### config.mk
export PLATFORM = sky130hd
export DESIGN_NAME = axi_burst_master
export DESIGN_NICKNAME = d
export VERILOG_FILES = /design/src/rtl/axi_burst_master.sv
export SDC_FILE = /design/constraint.sdc
export NUM_CORES = 1
export LEC_CHECK = 0
export CAP_MARGIN = 20
export CORE_ASPECT_RATIO = 1.75
export CORE_UTILIZATION = 36
export DETAILED_ROUTE_END_ITERATION = 10
export PLACE_DENSITY = 0.75
export RECOVER_POWER = 50
export SYNTH_ARGS = -nofsm -noshare
export SYNTH_HDL_FRONTEND = slang
export SYNTH_SLANG_ARGS = --single-unit
export TNS_END_PERCENT = 1
### constraint.sdc
create_clock -name clk -period 6.3 [get_ports clk]
set_input_delay 0.63 -clock clk [delete_from_list [all_inputs] [get_ports clk]]
set_output_delay 0.63 -clock clk [all_outputs]
set_load 0.05 [all_outputs]
### src/rtl/axi_burst_master.sv
// axi_burst_master: turns one read/write command into a single AXI4 INCR burst
// and reports completion with a one-cycle done pulse and an error flag.
`default_nettype none

module axi_burst_master #(
    parameter int ADDR_W = 32,
    parameter int DATA_W = 32,
    parameter int LEN_W  = 8
) (
    input  logic                clk,
    input  logic                rst,
    input  logic                cmd_valid,
    output logic                cmd_ready,
    input  logic                cmd_write,
    input  logic [ADDR_W-1:0]   cmd_addr,
    input  logic [LEN_W-1:0]    cmd_len,
    input  logic [DATA_W-1:0]   usr_wdata,
    input  logic [DATA_W/8-1:0] usr_wstrb,
    input  logic                usr_wvalid,
    output logic                usr_wready,
    output logic [DATA_W-1:0]   rd_data,
    output logic                rd_valid,
    output logic                rd_last,
    output logic                done,
    output logic                err,
    output logic [ADDR_W-1:0]   awaddr,
    output logic [LEN_W-1:0]    awlen,
    output logic                awvalid,
    input  logic                awready,
    output logic [DATA_W-1:0]   wdata,
    output logic [DATA_W/8-1:0] wstrb,
    output logic                wlast,
    output logic                wvalid,
    input  logic                wready,
    input  logic [1:0]          bresp,
    input  logic                bvalid,
    output logic                bready,
    output logic [ADDR_W-1:0]   araddr,
    output logic [LEN_W-1:0]    arlen,
    output logic                arvalid,
    input  logic                arready,
    input  logic [DATA_W-1:0]   rdata,
    input  logic [1:0]          rresp,
    input  logic                rlast,
    input  logic                rvalid,
    output logic                rready
);

    typedef enum logic [2:0] {
        IDLE    = 3'd0,
        WR_ADDR = 3'd1,
        WR_DATA = 3'd2,
        WR_RESP = 3'd3,
        RD_ADDR = 3'd4,
        RD_DATA = 3'd5,
        DONE    = 3'd6
    } state_t;

    state_t             state;
    logic [LEN_W:0]     cnt;
    logic [LEN_W-1:0]   len_q;
    logic               last_beat;
    logic               in_wdata;

    // One bit wider than the length field so a 256-beat burst cannot wrap.
    assign last_beat  = (cnt == {1'b0, len_q});
    assign in_wdata   = (state == WR_DATA);

    assign wvalid     = in_wdata & usr_wvalid;
    assign wdata      = in_wdata ? usr_wdata : '0;
    assign wstrb      = in_wdata ? usr_wstrb : '0;
    assign wlast      = in_wdata & last_beat;
    assign usr_wready = wvalid & wready;

    always_ff @(posedge clk or posedge rst) begin
        if (rst) begin
            state     <= IDLE;
            cmd_ready <= 1'b1;
            cnt       <= '0;
            len_q     <= '0;
            awaddr    <= '0;
            awlen     <= '0;
            awvalid   <= 1'b0;
            bready    <= 1'b0;
            araddr    <= '0;
            arlen     <= '0;
            arvalid   <= 1'b0;
            rready    <= 1'b0;
            rd_data   <= '0;
            rd_valid  <= 1'b0;
            rd_last   <= 1'b0;
            done      <= 1'b0;
            err       <= 1'b0;
        end else begin
            rd_valid <= 1'b0;
            rd_last  <= 1'b0;
            done     <= 1'b0;
            case (state)
                IDLE: begin
                    if (cmd_valid) begin
                        cnt       <= '0;
                        err       <= 1'b0;
                        len_q     <= cmd_len;
                        cmd_ready <= 1'b0;
                        if (cmd_write) begin
                            awaddr  <= cmd_addr;
                            awlen   <= cmd_len;
                            awvalid <= 1'b1;
                            state   <= WR_ADDR;
                        end else begin
                            araddr  <= cmd_addr;
                            arlen   <= cmd_len;
                            arvalid <= 1'b1;
                            state   <= RD_ADDR;
                        end
                    end
                end
                WR_ADDR: begin
                    if (awready) begin
                        awvalid <= 1'b0;
                        state   <= WR_DATA;
                    end
                end
                WR_DATA: begin
                    if (usr_wvalid && wready) begin
                        cnt <= cnt + 1'b1;
                        if (last_beat) begin
                            bready <= 1'b1;
                            state  <= WR_RESP;
                        end
                    end
                end
                WR_RESP: begin
                    if (bvalid) begin
                        bready <= 1'b0;
                        err    <= err | (bresp != 2'b00);
                        done   <= 1'b1;
                        state  <= DONE;
                    end
                end
                RD_ADDR: begin
                    if (arready) begin
                        arvalid <= 1'b0;
                        rready  <= 1'b1;
                        state   <= RD_DATA;
                    end
                end
                RD_DATA: begin
                    if (rvalid) begin
                        rd_data  <= rdata;
                        rd_valid <= 1'b1;
                        cnt      <= cnt + 1'b1;
                        // Slave's rlast ends the burst; disagreement with our count is an error.
                        if (rlast || last_beat) begin
                            rd_last <= 1'b1;
                            rready  <= 1'b0;
                            done    <= 1'b1;
                            err     <= err | (rresp != 2'b00) | (rlast != last_beat);
                            state   <= DONE;
                        end else begin
                            err     <= err | (rresp != 2'b00);
                        end
                    end
                end
                DONE: begin
                    cmd_ready <= 1'b1;
                    state     <= IDLE;
                end
                default: begin
                    cmd_ready <= 1'b1;
                    state     <= IDLE;
                end
            endcase
        end
    end

endmodule

`default_nettype wire

==> results.json, run 1 <==
{
  "rsz0062_at_grt": "false",
  "maxSlewViolCount": 152,
  "avgViaCountPerCell": 4.99,
  "area_growth_syn_to_layout_pct": 60.1,
  "wl_um": 17200,
  "cp_data_arrival_time_ns": 4.07,
  "drv_cap": 3,
  "status": "complete, but fails checks",
  "cts_tree": "built",
  "grt_overflow": 0,
  "track_usage_pct": 20.1,
  "final_cell_count_no_fill": 924,
  "ys_top_cells_by_count": "dfrtp_1, mux2_2, and2_1",
  "cts-root-buf": "clkbuf_16",
  "min_path_cells": 1,
  "synthCells": 437,
  "numCtsBuffers": 17,
  "rr_worst_depth": 5,
  "htree_levels": 4,
  "cp-start-kind": "primary input",
  "dp_cells": 891,
  "clk_pin_slew_ns": 0.07,
  "min_path_type": "flip-flop to flip-flop",
  "ctsResizeCount": 0,
  "place_congestion": 0.850,
  "cts_buffer_depth": 2,
  "fmax_ghz": 0.274,
  "antenna_found_initial": 1,
  "fin_crit_ns": 3.64,
  "nets": 846,
  "cts_hold_buf": 0,
  "synth_nets": 562,
  "p_leak_nw": 4.04,
  "drc": 0,
  "path_class": "primary input to asynchronous set/reset pin",
  "min_period_over_period_pct": 57.8,
  "yosysUniqueCellTypes": 42,
  "async_flop_share_pct": 100,
  "ys_seq_elements": 141,
  "io_pins": 283,
  "die_x_um": 99.0,
  "routedWlPerCell_um": 18.6,
  "syn_area_per_cell_um2": 13.6,
  "grt_pass1_wl_um": 25900,
  "netlist.area_leader.share_pct": 59.0,
  "grt_max_degree": 75,
  "final-hold-violation-count": 0,
  "core_mm2": 0.0160,
  "finalSetupViolCount": 0,
  "cp.required_ns": 6.73,
  "drt-pass1-iter-count": 5,
  "synth_edf_count": 0,
  "vias": 4613,
  "ys_seq_area_share_pct": 59.5,
  "dieArea_mm2": 0.0170,
  "violations": "capacitance limit, slew limit",
  "powerDensity_mw_per_mm2": 604,
  "row_count": 61,
  "slew-limit-headroom_pct": -124,
  "first_global_vias": 4925,
  "start_util_pct": 37.0,
  "critPathCaptureType": "asynchronous set/reset pin",
  "yosysWarnings": 0,
  "synthTopCellsByArea": "dfrtp_1, mux2_2, and2_1",
  "ir_drop_mv": 0.374,
  "worstPathMaxFanout": 74,
  "dp_hpwl_um": 13100,
  "cts_setup_buffers": 0,
  "finClkSkew_ns": 0.0141,
  "synth_top_area_cell": "dfrtp_1",
  "drtIter0Drc": 154,
  "layout-drive-gt1-share_pct": 21.5,
  "yosysMostFrequentCell": "dfrtp_1",
  "netlist_area_mm2": 0.00593,
  "clock_latency_ns": 0.42,
  "synthFlopType": "dfrtp_1",
  "clock-sinks": 141,
  "worst_pin_slew_ns": 3.34,
  "tns_ns": 0,
  "ant_nets": 0,
  "nFillCells": 1331,
  "die_height_um": 172,
  "io_buffers": 282
}
==> power breakdown <==
part | internal, W | switching [W]
Combinational | 0.00110 | 0.00206
Sequential | 0.00133 | 0.000248
Clock | 0.000566 | 0.000432
Total | 0.00300 | 0.00274
==> stage by stage <==
step | util (%) | power (W) | instance area (um2) | hold slack [ns] | worst slack, ns
finish | 59.3 | 0.00574 | 9500 | 0.487 | 2.66
global route | 59.3 | 0.00598 | 9500 | 0.507 | 2.03
CTS | 59.5 | 0.00591 | 9530 | 0.497 | 2.81
detailed placement | 55.8 | 0.00490 | 8940 | 0.483 | 2.68
global placement | 55.8 | 0.00483 | 8940 | 0.472 | 2.82
floorplan | - | 0.00374 | 5930 | 0.501 | 1.89
==> cell families after synthesis <==
| family | synth area share (%) |
|---|---|
| AOI/OAI and AO/OA | 4.30 |
| buffers and inverters | 2.26 |
| xor gates and xnor gates | 1.62 |
| adders and majority gates | 0.422 |
| muxes | 22.8 |
| DFF | 59.5 |
| and+or+nand+nor | 9.13 |
==> layout make-up <==
type / instances / area [um2] / share of cell area (%)
Antenna cell: 1 / 2.50 / 0.0263
Multi-Input combinational cell: 265 / 2260 / 23.8
Tap cell: 189 / 236 / 2.49
Timing Repair Buffer: 286 / 2850 / 29.9
Inverter: 10 / 38.8 / 0.408
Sequential cell: 141 / 3530 / 37.2
Clock buffer: 17 / 425 / 4.48
Clock inverter: 15 / 163 / 1.71
==> final timing paths <==
check	from	to	slack, ns
max reg2reg	state[1]$_DFFE_PP0P_	arlen[0]$_DFFE_PP0P_	2.89
min reg2reg	araddr[23]$_DFFE_PP0P_	araddr[23]$_DFFE_PP0P_	0.49
min	araddr[23]$_DFFE_PP0P_	araddr[23]$_DFFE_PP0P_	0.49
max	rst	awvalid$_DFFE_PP0P_	2.66
min in group asynchronous	rst	rd_data[4]$_DFFE_PP0P_	1.67
max in group clk	state[2]$_DFFE_PP0P_	wdata[8]	2.73
==> worst max-delay path, cell delays in order <==
cell           delay [ns]
dlygate4sd3_1        0.56
clkinvlp_2           1.89
buf_4                0.93
==> per-layer routing <==
metal | routed length [um] | vias up | GRT usage, %
met2 | 9930 | 221 | 39.9
met3 | 1360 | 31 | 5.89
met5 | 0 | - | 0
met1 | 5440 | 2266 | 18.5
met4 | 484 | 0 | 8.50
li1 | - | 2095 | -
==> flip-flops by register name, summed over array words and instances (netlist names) <==
register / count
len_q: 8
state: 3
rd_last: 1
rd_data: 32
done: 1
arvalid: 1
araddr: 32
arlen: 8
rready: 1
awaddr: 32
awlen: 8
bready: 1
cnt: 9
err: 1
awvalid: 1
cmd_ready: 1
rd_valid: 1
==> cells in the final DEF (no fill, tap or decap), types with 2 or more instances in the layout <==
| cell type | synthesis | routed |
|---|---|---|
| xnor2_1 | 8 | 8 |
| o21ai_1 | 2 | 2 |
| clkbuf_1 | 7 | 2 |
| inv_8 | 0 | 6 |
| o211ai_1 | 2 | 2 |
| clkdlybuf4s50_1 | 0 | 190 |
| nand2_1 | 10 | 10 |
| and3_1 | 3 | 3 |
| dfrtp_1 | 140 | 140 |
| ha_1 | 2 | 2 |
| o21ai_0 | 12 | 12 |
| nor3b_1 | 2 | 2 |
| xor2_1 | 3 | 3 |
| nand2b_1 | 4 | 4 |
| nand4_1 | 4 | 4 |
| and2_1 | 37 | 37 |
| clkbuf_16 | 0 | 17 |
| inv_1 | 10 | 9 |
| nor2b_1 | 4 | 5 |
| nor2_1 | 14 | 14 |
| dlygate4sd3_1 | 0 | 92 |
| a21oi_1 | 4 | 4 |
| mux2_2 | 117 | 116 |
| buf_4 | 0 | 2 |
| nand3_1 | 7 | 7 |
| nor3_1 | 2 | 2 |
| inv_6 | 0 | 5 |
| and4_1 | 2 | 2 |
| a31oi_1 | 4 | 4 |
| o31ai_2 | 4 | 4 |
| mux2_1 | 3 | 4 |
No activity file was read; power rests on OpenSTA's default activity.
==> run 2: changes to the inputs <==
==> constraint.sdc (replaced) <==
create_clock -name clk -period 3.4 [get_ports clk]
set_input_delay 0.34 -clock clk [delete_from_list [all_inputs] [get_ports clk]]
set_output_delay 0.34 -clock clk [all_outputs]
set_load 0.05 [all_outputs]
==> run 2 against run 1 <==
- the flow still finishes with violations (capacitance limit, slew limit)
- via count rose by 0.22%
- power grew 90%
- register-to-register slack worse by 2.3 ns
- largest cell class unchanged
==> results.json, run 2 (same netlist as run 1, synthesis figures left out) <==
{
  "status": "complete, but fails checks",
  "violations": "capacitance limit, slew limit",
  "ir_drop_mv": 0.817,
  "track_usage_pct": 21.0,
  "drtIter0Drc": 105,
  "place_congestion": 0.822,
  "critPathCaptureType": "output port",
  "rsz0062_at_grt": "false",
  "start_util_pct": 37.0,
  "power.total_w": 0.0109,
  "clk_pin_slew_ns": 0.06,
  "htree_levels": 4,
  "die_height_um": 172,
  "rr_startpoint": "cnt[3]$_DFFE_PP0P_",
  "sw_frac_of_total_pct": 46.3,
  "finClkSkew_ns": 0.00877,
  "slew-limit-headroom_pct": -31.9,
  "min-delay-start": "araddr[24]$_DFFE_PP0P_",
  "reg2reg_slack_ns": 0.55,
  "first_global_vias": 4970,
  "grt_pass1_wl_um": 26800,
  "antenna_found_initial": 0,
  "p_leak_nw": 4.04,
  "dieArea_mm2": 0.0170,
  "final_cell_mix": "clkdlybuf4s50_1, dfrtp_1, mux2_2",
  "largestRegisters": "araddr x32, awaddr x32, rd_data x32",
  "routedWlPerCell_um": 19.0,
  "finalSetupViolCount": 0,
  "vias": 4623,
  "min_path_cells": 1,
  "core_mm2": 0.0160,
  "multi_input_area_mm2": 0.00228,
  "worstPathMaxFanout": 7,
  "final_common_cell": "clkdlybuf4s50_1",
  "dp_hpwl_um": 13400,
  "powerDensity_mw_per_mm2": 1140,
  "tns_ns": 0,
  "cp.required_ns": 3.06,
  "drv_cap": 1,
  "regArea_mm2": 0.00353,
  "reg2reg_to": "err$_DFFE_PP0P_",
  "worst_pin_slew_ns": 1.98,
  "post-route-util_pct": 59.8,
  "area_growth_syn_to_layout_pct": 61.5,
  "min_path_type": "flip-flop to flip-flop",
  "cts_buffer_depth": 2,
  "final-hold-violation-count": 0,
  "drt-pass1-iter-count": 4,
  "nFillCells": 1326,
  "io_buffers": 282,
  "nets": 849,
  "cts_setup_buffers": 0,
  "numCtsBuffers": 17,
  "power_frac_seq_pct": 26.9,
  "min_period_over_period_pct": 91.8,
  "clock-sinks": 141,
  "cp_data_arrival_time_ns": 2.78,
  "wl_um": 17600,
  "clock_latency_ns": 0.41,
  "grt_max_degree": 142,
  "cts-root-buf": "clkbuf_16",
  "p_sw_w": 0.00504,
  "cp-start-kind": "flip-flop",
  "fmax_ghz": 0.320,
  "drc": 0,
  "clkPwrFrac_pct": 17.9,
  "p_int_w": 0.00584,
  "fin_crit_ns": 3.12,
  "ctsResizeCount": 0,
  "cts_tree": "built",
  "avgViaCountPerCell": 5.00,
  "io_pins": 283,
  "holdPathEnd": "araddr[24]$_DFFE_PP0P_",
  "grt_overflow": 0,
  "path_class": "flip-flop to output port",
  "ant_nets": 0,
  "maxSlewViolCount": 142,
  "layout-drive-gt1-share_pct": 22.3,
  "comb_power_share_pct": 55.2,
  "row_count": 61,
  "die_x_um": 99.0,
  "cts_hold_buf": 0,
  "rr_worst_depth": 10,
  "antennaDiodeCount": 0
}
-- run 2: cell types whose count changed in the layout (fill, tap and decap cells not counted), sizes merged, moves of 2 or more --
cell           before  now
clkbuf             19   23
clkdlybuf4s50     190  232
dlygate4sd3        92   50
inv                20   12
bufinv              1    4
clkinv              2    4
-- run 2: stage by stage --
step / setup slack, ns / instances / hold slack [ns] / cell area [um2]
3_3_place_gp: 0.668 / 894 / 0.475 / 9010
6_report: 0.277 / 925 / 0.488 / 9580
2_1_floorplan: 1.30 / 437 / 0.472 / 5940
4_1_cts: 0.289 / 925 / 0.490 / 9630
3_5_place_dp: 0.591 / 894 / 0.477 / 9010
5_1_grt: 0.116 / 925 / 0.511 / 9580
-- run 2: worst max-delay path by stage --
stage	endpoint	from	depth (start not counted)
2_1_floorplan	araddr[0]$_DFFE_PP0P_	rst	1
3_3_place_gp	err$_DFFE_PP0P_	cnt[3]$_DFFE_PP0P_	10
5_1_grt	wlast	cnt[3]$_DFFE_PP0P_	6
4_1_cts	wlast	cnt[3]$_DFFE_PP0P_	6
3_5_place_dp	err$_DFFE_PP0P_	cnt[3]$_DFFE_PP0P_	10
6_report	wlast	cnt[3]$_DFFE_PP0P_	6
-- run 2: routing by layer --
metal  up-vias  share of wire [%]  global-route usage, %
met3        21                8.2                   6.62
met4         0                1.7                   7.27
met1      2272                 33                   20.1
met5         -                  0                      0
li1       2103                  -                      -
met2       227                 57                   41.1
-- run 2: final cells by class --
cell class,count,area share [%]
Clock buffer,18,4.48
Multi-Input combinational cell,265,23.8
Sequential cell,141,36.8
Inverter,10,0.431
Timing Repair Buffer,289,30.0
Tap cell,189,2.47
Clock inverter,13,1.97
-- run 2: worst max-delay path: stages, from the launching register on --
cell and delay (ns):
dfrtp_1 0.51, xnor2_1 0.16, nand4_1 0.12, nor4_1 0.45, inv_1 0.19, nor2_1 0.13, clkdlybuf4s50_1 0.81
-- run 2: power by group through the flow --
| stage | clock network (W) | logic, W | registers [W] |
|---|---|---|---|
| after CTS | 0.00200 | 0.00618 | 0.00295 |
| after detailed placement | 0 | 0.00617 | 0.00297 |
| final | 0.00195 | 0.00601 | 0.00293 |
| after global placement | 0 | 0.00608 | 0.00292 |
| after global routing | 0.00206 | 0.00625 | 0.00304 |
| after floorplan | 0 | 0.00154 | 0.00539 |
==> edit: new RTL, settings of run 2 <==
Reset style: synchronous (`rst`), changed in one clocked block.
--- a/src/rtl/axi_burst_master.sv
+++ b/src/rtl/axi_burst_master.sv
@@ -73,5 +73,5 @@
     assign usr_wready = wvalid & wready;
 
-    always_ff @(posedge clk or posedge rst) begin
+    always_ff @(posedge clk) begin
         if (rst) begin
             state     <= IDLE;
Formal check against the unedited RTL: differs if rst is asserted again (counterexample within 4 cycles, from zero or initial values and one cycle with rst high); with rst held inactive, the same outputs for 4 cycles.
==> edit against run 2 <==
- the run still ends with max-capacitance violations, max-slew violations left
- non-clock buffer count up 3
- setup slack improved by 0.16 ns
- wire length rose by 3.4%
- hold slack lost 0.039 ns
- critical path depth shrank 1
- final area down 4.5%
- synthesized area is 3.3% lower
- core utilization down 0.58 points
- sequential cell count stayed put
- register-to-register slack gained 0.16 ns
- sequential share of layout area is 6.0 points lower
- critical path type unchanged
Power is not compared: it rests on default switching activity, and its combinational part moved more than twofold at a synthesized area within 25%.
==> edit: results (changes against run 2) <==
- The routed wirelength normalized by instance count was 15.5 µm (-18%).
- The placement-stage worst setup slack is 0.871 ns (+0.280 ns).
- The worst hold margin came to 0.448 ns (-0.0393 ns).
- The maximum fanout along the worst path is 6 (-1).
- The checks that failed: max-capacitance violations, max-slew violations.
- The post-DP HPWL came to 12,600 µm (-5.7%).
- The maximum single-stage delay on the critical path is 0.83 ns (+0.02 ns).
- The post-synthesis average cell area was 8.01 µm² (-41%).
- The count of max-cap constraint violations is 1 (unchanged).
- The number of non-clock buffers in the layout is 292 (+1.0%).
- The count of multi-input gates was 516 (+95%).
- The post-synthesis async set-or-reset flop share came to 0 (-1.00).
- The relative area of clock buffers and inverters in the final design is 0.0646 (+0.000136).
- The internal reg-to-reg setup slack is 0.71 ns (+0.16 ns).
- The critical path data arrival time is 2.63 ns (-0.15 ns).
- The launch instance of the worst min-delay path is awaddr[24]$_SDFFE_PP0P_.
- The worst flop-to-flop path startpoint is state[2]$_SDFFE_PP0P_.
- The total of fill cells in the finished design is 1,393 (+5.1%).
- The global-route wire length before repair is 28,700 µm (+7.1%).
- The final-report max-slew violation count is 35 (-75%).
- The fraction of final layout cells with drive strength greater than 1 is 0.0578 (-0.165).
- Yosys attributes the largest share of cell area to dfxtp_1 49%, nand2_1 16%, a21oi_1 11%.
- The number of nets in the layout came to 1,099 (+29%).
- The area of the multi-input gates is 2590 µm² (+13%).
- The instance area at placement is 8590 µm² (-4.6%).
- The run finished, with violations left.
- The actual slew at the worst max-slew pin is 1.59 ns (-0.388 ns).
- The cell family contributing the most delay on the critical path is simple AND/OR/NAND/NOR gates.
- The portion of the post-synthesis area used by sequential elements is 0.492 (-0.103).
- The global-route total usage across every layer is 0.220 (+0.0101).
- The post-detailed-routing wire length is 18,200 µm (+3.4%).
- The logic depth of the worst register-to-register path is 6 (-4).
-- edit: worst min-delay path, cell delays in order, from the launching register on --
cell,delay [ns]
dfxtp_1,0.30
nand2_1,0.05
a21oi_1,0.05
-- edit: kinds of logic after synthesis --
kind of cell | synth area share
buffers and inverters | 0.0543
flip-flops | 0.492
XOR/XNOR | 0.0122
adder cells (fa/ha/maj) | 0.00436
AND/OR/NAND/NOR | 0.265
multiplexers | 0.00523
AO/OA/AOI/OAI | 0.167
-- edit: where the power goes --
group / total (W) / switching (W) / internal, W
sequential: 0.00197 / 0.000131 / 0.00184
clock: 0.00187 / 0.000816 / 0.00105
combinational: 0.00210 / 0.00141 / 0.000689
total: 0.00594 / 0.00236 / 0.00358
-- edit: metal layers --
metal  part of all wire  track usage  wire (µm)
met5                  0            0          0
met2               0.52        0.387       9470
met3              0.050       0.0545        916
met1               0.39        0.241       7040
met4              0.042        0.116        770
